--- config.mk ---
export PLATFORM = sky130hd
export DESIGN_NAME = fetch_queue_unit
export DESIGN_NICKNAME = d
export VERILOG_FILES = /design/src/rtl/fetch_queue_unit.sv
export SDC_FILE = /design/constraint.sdc
export NUM_CORES = 1
export LEC_CHECK = 0
export CAP_MARGIN = 0
export CORE_AREA = 4 4 177 179
export CTS_CLUSTER_DIAMETER = 150
export DETAILED_ROUTE_END_ITERATION = 10
export DIE_AREA = 0 0 181 183
export PLACE_DENSITY_LB_ADDON = 0.08
export REMOVE_ABC_BUFFERS = 1
export SETUP_SLACK_MARGIN = 0.2
export SLEW_MARGIN = 20
export SYNTH_ARGS = -nofsm -noshare
export SYNTH_HDL_FRONTEND = slang
export SYNTH_SLANG_ARGS = --single-unit
--- constraint.sdc ---
create_clock -name CLK -period 3.29 [get_ports CLK]
set_input_delay 0.4935 -clock CLK [delete_from_list [all_inputs] [get_ports CLK]]
set_output_delay 0.4935 -clock CLK [all_outputs]
set_load 0.02 [all_outputs]
--- src/rtl/fetch_queue_unit.sv ---
// Fetch stage: PC generator, single-outstanding memory handshake and DEPTH-entry instruction queue.
// Optional macro FETCH_BYPASS_EN forwards a response straight to decode when the queue is empty.
module fetch_queue_unit #(
    parameter int                 WIDTH    = 32,
    parameter int                 DEPTH    = 4,
    parameter logic [WIDTH-1:0]   RESET_PC = 32'h0000_0000
) (
    input  logic                         CLK,
    input  logic                         Reset,
    input  logic                         RedirectValid,
    input  logic [WIDTH-1:0]             RedirectPC,
    output logic                         IReqValid,
    output logic [WIDTH-1:0]             IReqAddr,
    input  logic                         IReqReady,
    input  logic                         IRespValid,
    input  logic [WIDTH-1:0]             IRespData,
    output logic                         InstrValidD,
    output logic [WIDTH-1:0]             InstrD,
    output logic [WIDTH-1:0]             PCPlus4D,
    input  logic                         DecodeStall,
    output logic [$clog2(DEPTH+1)-1:0]   QueueCount
);

    localparam int PW = $clog2(DEPTH);
    localparam int CW = $clog2(DEPTH + 1);

    typedef enum logic [1:0] {
        ISSUE = 2'd0,
        WAIT  = 2'd1,
        DROP  = 2'd2
    } fetchState_t;

    fetchState_t      stateReg, stateNext;
    logic [WIDTH-1:0] fetchPcReg, fetchPcNext;
    logic [PW-1:0]    headPtrReg, headPtrNext;
    logic [PW-1:0]    tailPtrReg, tailPtrNext;
    logic [CW-1:0]    countReg, countNext;

    logic [WIDTH-1:0] slotInstr   [DEPTH];
    logic [WIDTH-1:0] slotPcPlus4 [DEPTH];

    logic queueEmpty, queueFull;
    logic reqFire, respAccept, bypassActive, pushEn, popEn;

    assign queueEmpty = (countReg == '0);
    assign queueFull  = (countReg == CW'(DEPTH));

    assign IReqValid  = Reset & (stateReg == ISSUE) & ~queueFull & ~RedirectValid;
    assign IReqAddr   = fetchPcReg;
    assign QueueCount = Reset ? countReg : '0;

    assign reqFire    = IReqValid & IReqReady;
    assign respAccept = (stateReg == WAIT) & IRespValid & ~RedirectValid;

`ifdef FETCH_BYPASS_EN
    assign bypassActive = respAccept & queueEmpty;
`else
    assign bypassActive = 1'b0;
`endif

    // A bypassed response that decode consumes at once never enters the queue.
    assign pushEn = respAccept & ~(bypassActive & ~DecodeStall);
    assign popEn  = ~queueEmpty & ~DecodeStall & ~RedirectValid;

    // The PC already advanced on acceptance, so it equals the entry's PC+4 while waiting.
    genvar gi;
    generate
        for (gi = 0; gi < DEPTH; gi++) begin : gSlot
            logic [WIDTH-1:0] instrReg;
            logic [WIDTH-1:0] pcPlus4Reg;

            always_ff @(posedge CLK) begin
                if (pushEn && (tailPtrReg == PW'(gi))) begin
                    instrReg   <= IRespData;
                    pcPlus4Reg <= fetchPcReg;
                end
            end

            assign slotInstr[gi]   = instrReg;
            assign slotPcPlus4[gi] = pcPlus4Reg;
        end
    endgenerate

    always_comb begin
        InstrValidD = 1'b0;
        InstrD      = '0;
        PCPlus4D    = '0;
        if (Reset) begin
            if (!queueEmpty) begin
                InstrValidD = 1'b1;
                InstrD      = slotInstr[headPtrReg];
                PCPlus4D    = slotPcPlus4[headPtrReg];
            end else if (bypassActive) begin
                InstrValidD = 1'b1;
                InstrD      = IRespData;
                PCPlus4D    = fetchPcReg;
            end
        end
    end

    always_comb begin
        stateNext   = stateReg;
        fetchPcNext = fetchPcReg;
        unique case (stateReg)
            ISSUE: if (reqFire) stateNext = WAIT;
            WAIT: begin
                if (IRespValid)         stateNext = ISSUE;
                else if (RedirectValid) stateNext = DROP;
            end
            DROP:    if (IRespValid) stateNext = ISSUE;
            default: stateNext = ISSUE;
        endcase
        if (RedirectValid)
            fetchPcNext = RedirectPC;
        else if (reqFire)
            fetchPcNext = fetchPcReg + WIDTH'(4);
    end

    always_comb begin
        headPtrNext = headPtrReg;
        tailPtrNext = tailPtrReg;
        countNext   = countReg;
        if (RedirectValid) begin
            headPtrNext = '0;
            tailPtrNext = '0;
            countNext   = '0;
        end else begin
            if (popEn)  headPtrNext = headPtrReg + PW'(1);
            if (pushEn) tailPtrNext = tailPtrReg + PW'(1);
            unique case ({pushEn, popEn})
                2'b10:   countNext = countReg + CW'(1);
                2'b01:   countNext = countReg - CW'(1);
                default: countNext = countReg;
            endcase
        end
    end

    always_ff @(posedge CLK) begin
        if (!Reset) begin
            stateReg   <= ISSUE;
            fetchPcReg <= RESET_PC;
            headPtrReg <= '0;
            tailPtrReg <= '0;
            countReg   <= '0;
        end else begin
            stateReg   <= stateNext;
            fetchPcReg <= fetchPcNext;
            headPtrReg <= headPtrNext;
            tailPtrReg <= tailPtrNext;
            countReg   <= countNext;
        end
    end

endmodule

==> metrics.cfg <==
[sta]
min_period_ns=3.04
clock_skew_ns=0.0155
period_share_pct=92.3
hold_viol_final=0
slew_violations=0
maxSlewHeadroom_pct=59.4
tightestPinTransition_ns=0.607
fmax_ghz=0.329
rsz0062_at_grt=yes
finalSetupViolations=0

[synth]
synth_ff_type=edfxtp_1
synth_area_leader_cell=edfxtp_1
ys_ff_latch=297
synth.distinct_cells=42
synth-edff-count=256
synth_warnings=0
synthArstFlopShare_pct=0
yosysTopAreaCellShare_pct=63.8
postSynthCellCount=706
synth_area_um2=12000
ys_seq_area_share_pct=70.6
avgSynthCellArea_um2=17.1
synthTopCellsByArea=edfxtp_1 (64%), mux4_2 (12%), dfxtp_1 (6.8%)

[drt]
wl_per_cell_um=21.4
drt-pass1-iter-count=5
wl_um=27900
ant_nets=0
route.detailed.drc=0
viasPerCell=5.39
via_count=7046
drt_iter0_drc=527

[power_and_ir_drop]
total_power_mw=8.01
share_comb_of_total_power_pct=4.2
power_switching_share_pct=19.9
seqPwrFrac_pct=52.5
power.internal_mw=6.42
power_density_nw_per_um2=519
ir_drop_mv=0.381
clock_power_share_pct=43.3
total_leakage_power_nw=4.81
switching_power_mw=1.60

[min_path]
hp-class=reg -> reg

[cells_and_area]
post-route-util_pct=52.2
final_area_um2=15400
drive_gt1_share_pct=16.2
layout_common_cells=edfxtp_1 (256), clkdlybuf4s50_1 (164), nor2b_1 (67)
nNetsFinal=971
final_common_cell=edfxtp_1
nFillCells=2440
n_antenna_cell=0
area_delta_synth_final_pct=28.1

[clock_network]
h-tree-depth=1
clk_latency_ns=0.55
clock_path_buffers=3
cts_buffers=31
clk_pin_slew_worst_paths_ns=0.06
cts.sinks=297
root_buffer=clkbuf_16
cts_tree=done

[worst_setup_path]
endpoint_kind=output pin
worstSetupPathType=reg -> out
start_kind=register
cp.required_ns=2.80
cp.arrival_ns=2.54
cp_max_fo=32

[global_routing]
top_usage_layer=met2
use_met1_pct=22.3
grtUsageTotal_pct=16.6
antenna_found_initial=0
use_met2_pct=28.7
grt_max_degree=47
grt_overflow_total=0
grt_pass1_vias=7416
grt_pass1_wl_um=43300
grt.met3_usage_pct=3.11

[run]
maxCapViolations=0

[placement]
hpwl_um=17800
numPortBuffers=170
place_congestion=0.822
placed_area_um2=14400

[floorplanning]
rows=63
die_w_um=181
dieArea_um2=33100
die_h_um=183
start_util_pct=40.7
io_pins=171
coreArea_um2=29600

[run_status]
outcome=finished, final reports clean

timing repair:
item,in CTS,in global routing
setup buffers,1,0
hold buffers,0,0
setup endpoints to repair,16,39
resized for setup,0,1
cloned,0,0
through the flow:
| step | setup TNS [ns] | worst slack (ns) | cells | hold slack, ns |
|---|---|---|---|---|
| final | 0 | 0.254 | 1307 | 0.502 |
| after global routing | 0 | 0.141 | 1307 | 0.543 |
| after CTS | 0 | 0.190 | 1307 | 0.502 |
| after detailed placement | 0 | 0.258 | 1250 | 0.494 |
| after global placement | 0 | 0.240 | 1250 | 0.483 |
| after floorplan | -52.61 | -0.819 | 664 | 0.469 |
cells in the mapped netlist (all sizes together) (7+ instances only):
library cell / number
o21ai: 26
nand2: 13
mux4: 64
nand4: 16
o31ai: 12
and4: 7
a311oi: 7
buf: 11
inv: 12
edfxtp: 256
dfxtp: 41
a31oi: 11
clkbuf: 31
nor2b: 67
xnor2: 7
nand2b: 7
nand3: 11
nor2: 20
or4: 15
a21oi: 9
metal layers:
layer / share of wire (%) / wire length (µm)
met4: 1.5 / 421
met5: 0 / 0
met1: 44 / 12200
met3: 5.4 / 1500
met2: 50 / 13800
critical path, stage by stage (launching register included):
cell	delay, ns
dfxtp_4	0.42
buf_12	0.29
mux4_2	0.57
nor2b_1	0.16
clkdlybuf4s50_1	0.54
registers in the layout (all words and copies together), names as in the netlist:
register / flops
stateReg: 2
gSlot.instrReg: 128
headPtrReg: 2
IReqAddr: 32
tailPtrReg: 2
countReg: 3
gSlot.pcPlus4Reg: 128
kinds of logic (layout without fill, tap and decap cells):
group | count (synthesis) | after routing | synth area share [%]
fa+ha+maj | 7 | 7 | 0.790
buf+inv | 54 | 265 | 1.70
compound gates | 80 | 80 | 4.35
mux | 66 | 66 | 12.1
simple gates | 192 | 192 | 9.65
xor+xnor | 10 | 10 | 0.727
flops | 297 | 297 | 70.6
path summary, 6_finish.rpt:
path | from | endpoint | slack [ns] | depth (start not counted)
setup / recovery | headPtrReg[0]$_SDFFE_PP0P_ | PCPlus4D[18] | 0.25 | 4
hold / removal | tailPtrReg[1]$_SDFFE_PP0P_ | tailPtrReg[1]$_SDFFE_PP0P_ | 0.50 | 2
setup reg to reg | stateReg[1]$_SDFFE_PN0P_ | IReqAddr[13]$_SDFFE_PN0P_ | 0.84 | 5
hold reg to reg | tailPtrReg[1]$_SDFFE_PP0P_ | tailPtrReg[1]$_SDFFE_PP0P_ | 0.50 | 2
layout make-up:
type,count,area [µm²],area share [%]
Timing Repair Buffer,197,2020,13.1
Clock buffer,38,802,5.20
Inverter,12,45.0,0.292
Clock inverter,18,216,1.40
Tap cell,390,488,3.16
Sequential cell,297,8520,55.2
Multi-Input combinational cell,355,3350,21.7
power by group through the flow:
stage          clock network (mW)  registers, mW  logic [mW]
2_1_floorplan                   0           4.29      0.0916
3_3_place_gp                    0           4.28       0.334
3_5_place_dp                    0           4.29       0.339
4_1_cts                      3.56           4.21       0.341
5_1_grt                      3.73           4.21       0.363
6_report                     3.47           4.21       0.338
No activity file was read; power rests on OpenSTA's default activity.
